`src/rtl/serial_pkg.sv`:
```
// Shared definitions for the serial sender/receiver pair: FSM states,
// parity modes and the parity helper both ends must agree on.
package serial_pkg;

  typedef enum logic [2:0] {
    S_IDLE   = 3'd0,
    S_START  = 3'd1,
    S_PARITY = 3'd2,
    S_DATA   = 3'd3,
    S_STOP   = 3'd4
  } state_t;

  localparam int unsigned PARITY_NONE = 0;
  localparam int unsigned PARITY_EVEN = 1;
  localparam int unsigned PARITY_ODD  = 2;

  // Callers zero-extend narrower words; extra zeros do not change the XOR.
  function automatic logic parity_bit(input logic [15:0] data, input int unsigned mode);
    return (mode == PARITY_ODD) ? ~(^data) : (^data);
  endfunction

endpackage

```
`src/rtl/sync_fifo.sv`:
```
// Synchronous FIFO with first-word fall-through read data; only built when
// SENDER_TX_FIFO_EN is defined. A push into a full FIFO is taken when a pop occurs together with it.
`ifdef SENDER_TX_FIFO_EN
module sync_fifo #(
  parameter int unsigned DATA_W     = 8,
  parameter int unsigned FIFO_DEPTH = 4
) (
  input  logic              clk,
  input  logic              rstN,
  input  logic              push,
  input  logic [DATA_W-1:0] wdata,
  input  logic              pop,
  output logic [DATA_W-1:0] rdata,
  output logic              full,
  output logic              empty
);
  localparam int unsigned AW = $clog2(FIFO_DEPTH);

  logic [DATA_W-1:0] mem [FIFO_DEPTH];
  logic [AW:0]       wptr;
  logic [AW:0]       rptr;
  logic              do_push;
  logic              do_pop;

  assign empty   = (wptr == rptr);
  assign full    = (wptr[AW] != rptr[AW]) && (wptr[AW-1:0] == rptr[AW-1:0]);
  assign do_push = push && (!full || pop);
  assign do_pop  = pop && !empty;
  assign rdata   = mem[rptr[AW-1:0]];

  always_ff @(posedge clk) begin
    if (do_push) mem[wptr[AW-1:0]] <= wdata;
  end

  always_ff @(posedge clk or negedge rstN) begin
    if (!rstN) begin
      wptr <= '0;
      rptr <= '0;
    end else begin
      if (do_push) wptr <= wptr + 1'b1;
      if (do_pop)  rptr <= rptr + 1'b1;
    end
  end
endmodule
`endif

```
`src/rtl/serial_sender_p.sv`:
```
// Parametrised serial frame transmitter: start, optional parity, LSB-first data, stop bits.
// Define SENDER_TX_FIFO_EN to buffer words in a sync_fifo and chain frames back-to-back.
module serial_sender_p
  import serial_pkg::*;
#(
  parameter int unsigned DATA_W       = 7,
  parameter int unsigned PARITY_MODE  = PARITY_EVEN,
  parameter int unsigned STOP_BITS    = 1,
  parameter int unsigned CLKS_PER_BIT = 1,
  parameter logic        START_SIG    = 1'b1,
  parameter int unsigned FIFO_DEPTH   = 4
) (
  input  logic              clk,
  input  logic              rstN,
  input  logic              in_valid,
  input  logic [DATA_W-1:0] in_data,
  output logic              in_ready,
  output logic              s_out,
  output logic              busy,
  output logic              sent
);
  localparam int unsigned BIT_W  = (DATA_W > 1) ? $clog2(DATA_W) : 1;
  localparam int unsigned TICK_W = (CLKS_PER_BIT > 1) ? $clog2(CLKS_PER_BIT) : 1;
  localparam logic [BIT_W-1:0]  LAST_BIT  = BIT_W'(DATA_W - 1);
  localparam logic [BIT_W-1:0]  LAST_STOP = BIT_W'(STOP_BITS - 1);
  localparam logic [TICK_W-1:0] LAST_TICK = TICK_W'(CLKS_PER_BIT - 1);

  if (DATA_W < 1 || DATA_W > 16 || STOP_BITS < 1 || STOP_BITS > 2 || CLKS_PER_BIT < 1 ||
      PARITY_MODE > PARITY_ODD || FIFO_DEPTH < 2 || (FIFO_DEPTH & (FIFO_DEPTH - 1)) != 0)
  begin : g_bad_params
    $error("serial_sender_p: illegal parameter combination");
  end

  state_t            state;
  logic [BIT_W-1:0]  bit_idx;
  logic [TICK_W-1:0] tick;
  logic [DATA_W-1:0] shreg;
  logic              par_bit;
  logic              frame_done;
  logic              tick_last;
  logic              eof_now;
  logic              have_word;
  logic [DATA_W-1:0] word;
  logic              load;
  logic              line;

  assign tick_last = (tick == LAST_TICK);
  assign eof_now   = (state == S_STOP) && tick_last && (bit_idx == LAST_STOP);

`ifdef SENDER_TX_FIFO_EN
  logic fifo_full;
  logic fifo_empty;

  // The FIFO head feeds the next frame, either from idle or straight off the last stop tick.
  assign have_word = !fifo_empty;
  assign load      = have_word && ((state == S_IDLE) || eof_now);
  assign in_ready  = !fifo_full || load;

  sync_fifo #(
    .DATA_W     (DATA_W),
    .FIFO_DEPTH (FIFO_DEPTH)
  ) u_fifo (
    .clk   (clk),
    .rstN  (rstN),
    .push  (in_valid && in_ready),
    .wdata (in_data),
    .pop   (load),
    .rdata (word),
    .full  (fifo_full),
    .empty (fifo_empty)
  );
`else
  assign have_word = in_valid;
  assign word      = in_data;
  assign in_ready  = (state == S_IDLE);
  assign load      = in_ready && have_word;
`endif

  always_comb begin
    line = ~START_SIG;
    case (state)
      S_START:  line = START_SIG;
      S_PARITY: line = par_bit;
      S_DATA:   line = shreg[0];
      default:  line = ~START_SIG;
    endcase
  end

  // Outputs are registered from the pre-edge state, so the line trails the FSM by one cycle.
  always_ff @(posedge clk or negedge rstN) begin
    if (!rstN) begin
      state      <= S_IDLE;
      bit_idx    <= '0;
      tick       <= '0;
      shreg      <= '0;
      par_bit    <= 1'b0;
      frame_done <= 1'b0;
      s_out      <= ~START_SIG;
      busy       <= 1'b0;
      sent       <= 1'b0;
    end else begin
      s_out      <= line;
      busy       <= state inside {S_START, S_PARITY, S_DATA, S_STOP};
      sent       <= frame_done;
      frame_done <= eof_now;
      tick       <= tick_last ? '0 : tick + 1'b1;

      case (state)
        S_IDLE: begin
          tick    <= '0;
          bit_idx <= '0;
        end
        S_START:
          if (tick_last) state <= (PARITY_MODE == PARITY_NONE) ? S_DATA : S_PARITY;
        S_PARITY:
          if (tick_last) state <= S_DATA;
        S_DATA:
          if (tick_last) begin
            shreg <= shreg >> 1;
            if (bit_idx == LAST_BIT) begin
              bit_idx <= '0;
              state   <= S_STOP;
            end else begin
              bit_idx <= bit_idx + 1'b1;
            end
          end
        S_STOP:
          if (tick_last) begin
            if (bit_idx == LAST_STOP) begin
              bit_idx <= '0;
              state   <= S_IDLE;
            end else begin
              bit_idx <= bit_idx + 1'b1;
            end
          end
        default: begin
          state   <= S_IDLE;
          tick    <= '0;
          bit_idx <= '0;
        end
      endcase

      if (load) begin
        state   <= S_START;
        shreg   <= word;
        par_bit <= parity_bit(16'(word), PARITY_MODE);
      end
    end
  end

endmodule
```
`config.mk`:
```
export PLATFORM = sky130hd
export DESIGN_NAME = serial_sender_p
export DESIGN_NICKNAME = d
export VERILOG_FILES = /design/src/rtl/serial_pkg.sv /design/src/rtl/sync_fifo.sv /design/src/rtl/serial_sender_p.sv
export SDC_FILE = /design/constraint.sdc
export NUM_CORES = 1
export LEC_CHECK = 0
export CAP_MARGIN = 20
export CORE_ASPECT_RATIO = 0.9
export CORE_UTILIZATION = 30
export DETAILED_ROUTE_END_ITERATION = 6
export GPL_ROUTABILITY_DRIVEN = 0
export GPL_TIMING_DRIVEN = 0
export PLACE_DENSITY = 0.51
export SYNTH_ARGS = -nofsm -noshare
export SYNTH_HDL_FRONTEND = slang
export SYNTH_SLANG_ARGS = --single-unit
```
`constraint.sdc`:
```
create_clock -name clk -period 1.9 [get_ports clk]
set_input_delay 0.285 -clock clk [delete_from_list [all_inputs] [get_ports clk]]
set_output_delay 0.285 -clock clk [all_outputs]
set_load 0.01 [all_outputs]
```
==> flow_summary.toml, run 1 <==
[run_status]
status = "finished clean"

[yosys]
synthArstFlopShare_pct = 100
syn_area_per_cell_um2 = 10.2
syn-num-nets = 105
synth_top_area_cell = "dfrtp_1"
ys_seq_area_share_pct = 48.2
yosys_warnings = 0
synth_top_area_share_pct = 48.2
synth_area_um2 = 935
synth.distinct_cells = 25
syn-instance-count = 92
synth_seq_cells = 18
synth-edff-count = 0
netlist_top_cells_area = "dfrtp_1 48%, nand2_1 6.8%, xnor2_1 6.6%"
synthFlopType = "dfrtp_1"

[placement]
place_area_mm2 = 0.00111
port_buffers = 13
dp_hpwl_um = 1290

[critical_path]
worstPathArrival_ns = 1.34
r2r_slack_ns = 0.38
startpoint = "state[2]"
end_kind = "output port"
cp.required_ns = 1.62
crit_path_cell_trace = "buf_6 > nor3_4 > dlygate4sd2_1"
cp-endpoint = "in_ready"
crit_slowest_cell = "dfrtp_1"
cpPeakStageDelay_ns = 0.40
timing.rr.end = "bit_idx[0]"
r2r_start = "bit_idx[0]"
path_class = "reg -> out"
crit_path_max_fanout = 10
ff2ff_path_depth = 6
start_kind = "flip-flop"

[floorplanning]
die_area_mm2 = 0.00334
coreArea_mm2 = 0.00286
ios = 14
fp.dieW_um = 60.8
initial_core_util_pct = 32.7
die_h_um = 55.0
rows = 18

[timing]
hold_violations = 0
setup_viol = 0
slew_violations = 0
skew_ns = 0.00200
worst_pin_slew_ns = 0.787
relSlewSlack_pct = 47.4
period_share_pct = 85.7
tns_ns = 0
rsz0062_at_grt = "no"
hold_ws_ns = 0.359
max_freq_ghz = 0.614
finalCriticalPeriod_ns = 1.63

[detailed_routing]
route.met2.wl_um = 818
routed_wl_um = 1700
met3WireLength_um = 45
highest_layer = "met4"
drtAntennaViolNets = 0
dr.pass1.iters = 4
routedWlPerCell_um = 11.4
vias = 695
drc = 0
drt_iter0_markers = 20
drt-met1-wl_um = 801
vias_per_cell = 4.66

[layout]
mostFrequentLayoutCell = "dfrtp_1"
postLayoutCoreUtil_pct = 40.2
layout_common_cells = "18 x dfrtp_1, 17 x nand2_1, 12 x clkdlybuf4s50_1, 10 x nor2_1, 7 x xnor2_1"
nFillCells = 301
syn2layout_area_growth_pct = 23.0
antenna_cells = 0
finalInstanceArea_mm2 = 0.00115
fin_nets = 123
drive_gt1_share_pct = 15.6

[clocking]
tritoncts = "yes"
cts-resized-gates = 1
cts_max_level = 1
cts_setup_buffers = 0
cts_buffers = 3
clkTransAtPathRegs_ns = 0.10
clock_path_buffers = 2
clock_latency_ns = 0.30
cts_root_buffer = "clkbuf_4"
hold_buffers = 0
clkSinkCount = 18

[global_route]
grt_pass1_wl_um = 2750
antenna_found_initial = 0
grt_pass1_vias = 650
grt_usage_pct = 12.0
grt-ovfl-total = 0
grt_max_degree = 19

[power_and_ir_drop]
leakagePower_nw = 0.504
finalPower_w = 0.00145
peakVddDrop_uv = 498
powerDensity_mw_per_mm2 = 1270

[worst_hold_path]
hold_path.class = "reg -> reg"

[run]
maxCapViolCount = 0
==> layer usage <==
| layer | up-vias | GRT usage, % |
|---|---|---|
| met5 | - | 0 |
| met4 | 0 | 6.82 |
| met3 | 4 | 4.19 |
| met2 | 10 | 20.0 |
| met1 | 345 | 13.5 |
| li1 | 336 | - |
==> registers in the layout, summed over array words and instances, names as in the netlist <==
register,cells
bit_idx,3
busy,1
frame_done,1
par_bit,1
s_out,1
sent,1
shreg,7
state,3
==> cells in the mapped netlist (2+ instances only) <==
cell type,instances
buf_6,4
nor2_2,2
dfrtp_1,18
xnor2_1,7
a21oi_1,2
nor2_1,10
nand2b_1,3
a22o_2,2
a22oi_1,2
a31oi_1,4
nand2_1,17
o21ai_0,2
ha_1,3
inv_1,3
nand3_1,3
==> area by class of cell <==
| type | instances | area, um2 | area share, % |
|---|---|---|---|
| multi-input cells | 67 | 428 | 37.2 |
| inverters | 3 | 11.3 | 0.979 |
| plain buffers | 4 | 45.0 | 3.92 |
| well taps | 40 | 50.0 | 4.35 |
| clock buffers | 4 | 36.3 | 3.16 |
| flip-flops and latches | 18 | 450 | 39.2 |
| repair buffers | 13 | 129 | 11.2 |
==> power by group <==
part,internal [W],switching (W),total [W]
clock network,0.000117,0.000120,0.000237
logic,0.000312,0.000333,0.000646
registers,0.000502,0.0000696,0.000572
==> stage by stage <==
| step | cells | setup WS [ns] |
|---|---|---|
| final | 149 | 0.272 |
| after global routing | 149 | 0.202 |
| after CTS | 149 | 0.253 |
| after detailed placement | 145 | 0.324 |
| after global placement | 145 | 0.340 |
| after floorplan | 92 | 0.501 |
==> critical path: cells and delay by family, from the launching register on <==
kind / cells / cell delay (ns)
flops: 1 / 0.40
simple gates: 1 / 0.21
buf+inv: 2 / 0.44
==> kinds of logic (layout without fill, tap and decap cells) <==
kind of cell             after synthesis  after routing  share of synthesized area, %
AND/OR/NAND/NOR                       40             40                          21.8
flip-flops                            18             18                          48.2
AO/OA/AOI/OAI                         15             15                          11.2
XOR/XNOR                               8              8                          7.50
buffers and inverters                  7             24                          6.02
adder cells (fa/ha/maj)                3              3                          4.02
multiplexers                           1              1                          1.20
==> worst min-delay path by stage <==
stage,from,end,slack (ns),cells past startpoint
finish,frame_done,sent,0.36,0
global route,frame_done,sent,0.38,0
CTS,frame_done,sent,0.36,0
detailed placement,frame_done,sent,0.34,0
global placement,frame_done,sent,0.34,0
floorplan,rstN,bit_idx[0],-0.01,0
Power figures use the tool's default switching activity.
==> run 2, diff against run 1 <==
--- a/config.mk
+++ b/config.mk
@@ -5,13 +5,14 @@
 export SDC_FILE = /design/constraint.sdc
 export NUM_CORES = 1
 export LEC_CHECK = 0
-export CAP_MARGIN = 20
+export CELL_PAD_IN_SITES_DETAIL_PLACEMENT = 0
+export CELL_PAD_IN_SITES_GLOBAL_PLACEMENT = 1
 export CORE_ASPECT_RATIO = 0.9
 export CORE_UTILIZATION = 30
 export DETAILED_ROUTE_END_ITERATION = 6
 export GPL_ROUTABILITY_DRIVEN = 0
 export GPL_TIMING_DRIVEN = 0
-export PLACE_DENSITY = 0.51
+export PLACE_DENSITY = 0.62
 export SYNTH_ARGS = -nofsm -noshare
 export SYNTH_HDL_FRONTEND = slang
 export SYNTH_SLANG_ARGS = --single-unit
==> flow_summary.toml, run 2 (same netlist as run 1, synthesis figures left out) <==
[layout]
antenna_cells = 0
syn2layout_area_growth_pct = 23.4
nFillCells = 307
reg_top3 = "shreg x7, bit_idx x3, state x3"
drive_gt1_share_pct = 15.6
largest_register_ffs = 7
finalInstanceArea_mm2 = 0.00115
regMostFlops = "shreg"
layout_common_cells = "18 x dfrtp_1, 17 x nand2_1, 12 x clkdlybuf4s50_1, 10 x nor2_1, 7 x xnor2_1"
postLayoutCoreUtil_pct = 40.3
mostFrequentLayoutCell = "dfrtp_1"
fin_nets = 123

[power_and_ir_drop]
peakVddDrop_uv = 471
leakagePower_nw = 0.518
powerDensity_mw_per_mm2 = 1260

[run_status]
status = "finished clean"

[detailed_routing]
vias_per_cell = 4.61
drtAntennaViolNets = 0
routedWlPerCell_um = 11.5
drc = 0
routed_wl_um = 1710
vias = 687
dr.pass1.iters = 5
drt_iter0_markers = 10

[floorplanning]
initial_core_util_pct = 32.7
coreArea_mm2 = 0.00286
die_area_mm2 = 0.00334
fp.dieW_um = 60.8
ios = 14
rows = 18
die_h_um = 55.0

[global_route]
antenna_found_initial = 0
grt_max_degree = 19
grt_usage_pct = 12.3
grt-ovfl-total = 0
grt_pass1_wl_um = 2860
grt_pass1_vias = 586

[clocking]
tritoncts = "yes"
clock_latency_ns = 0.30
cts_buffers = 3
cts_root_buffer = "clkbuf_4"
cts_max_level = 1
clkSinkCount = 18
clock_path_buffers = 2
hold_buffers = 0
cts_setup_buffers = 0
clkTransAtPathRegs_ns = 0.12

[run]
maxCapViolCount = 0

[worst_hold_path]
hold_path.class = "reg -> reg"
worstHoldStart = "frame_done"
whs_path_depth = 0
holdPathEnd = "sent"

[critical_path]
end_kind = "flip-flop"
crit_path_max_fanout = 3
r2r_start = "bit_idx[0]"
path_class = "reg -> reg"
timing.rr.end = "bit_idx[0]"
r2r_slack_ns = 0.38
start_kind = "flip-flop"
cp.required_ns = 2.08
ff2ff_path_depth = 6
startpoint = "bit_idx[0]"
worstPathArrival_ns = 1.70

[placement]
port_buffers = 13
dp_hpwl_um = 1240
place_area_mm2 = 0.00111

[timing]
setup_viol = 0
period_share_pct = 79.8
skew_ns = 0.0156
hold_violations = 0
relSlewSlack_pct = 45.1
rsz0062_at_grt = "no"
worst_pin_slew_ns = 0.820
slew_violations = 0
hold_ws_ns = 0.365
max_freq_ghz = 0.660
finalCriticalPeriod_ns = 1.52
tns_ns = 0
## run 2: worst max path at each step
stage,endpoint,slack (ns),cells after the start
after floorplan,bit_idx[0],0.50,6
after global placement,in_ready,0.37,3
after detailed placement,in_ready,0.36,3
after CTS,in_ready,0.02,3
after global routing,bit_idx[0],0.29,6
final,bit_idx[0],0.38,6
## run 2: layer usage
layer	vias to the layer above	share of wire (%)	track usage, %
li1	342	-	-
met1	325	49	17.1
met4	0	0.59	2.27
met3	2	6.7	4.19
met2	18	44	18.7
met5	-	0	0
## run 2: where the power goes
group	switching, W	internal (W)
combinational	0.000333	0.000313
clock	0.000123	0.000117
sequential	0.0000635	0.000502
total	0.000520	0.000932
## run 2: repair_timing
action                                 CTS  global route
endpoints found under the hold margin    0             0
setup endpoints to repair                0             1
gates resized for setup                  0             1
## run 2: worst max-delay path: stages, from the launching register on
cell	delay, ns
dfrtp_1	0.41
inv_1	0.08
ha_1	0.14
or2b_2	0.30
nand3_1	0.12
nand2_1	0.10
mux2_2	0.27
## run 2: per-stage QoR
stage	worst slack, ns	cells	power (W)
after floorplan	0.501	92	0.00106
after detailed placement	0.358	145	0.00123
after CTS	0.0196	149	0.00148
after global routing	0.291	149	0.00159
after global placement	0.370	145	0.00122
final	0.384	149	0.00145
## run 2: cell type report
| cell class | instances | area (um2) | share of cell area (%) |
|---|---|---|---|
| Timing Repair Buffer | 13 | 133 | 11.5 |
| Multi-Input combinational cell | 67 | 428 | 37.1 |
| Tap cell | 40 | 50.0 | 4.34 |
| Inverter | 3 | 11.3 | 0.976 |
| Clock buffer | 4 | 36.3 | 3.15 |
| Sequential cell | 18 | 450 | 39.0 |
| Buffer | 4 | 45.0 | 3.90 |
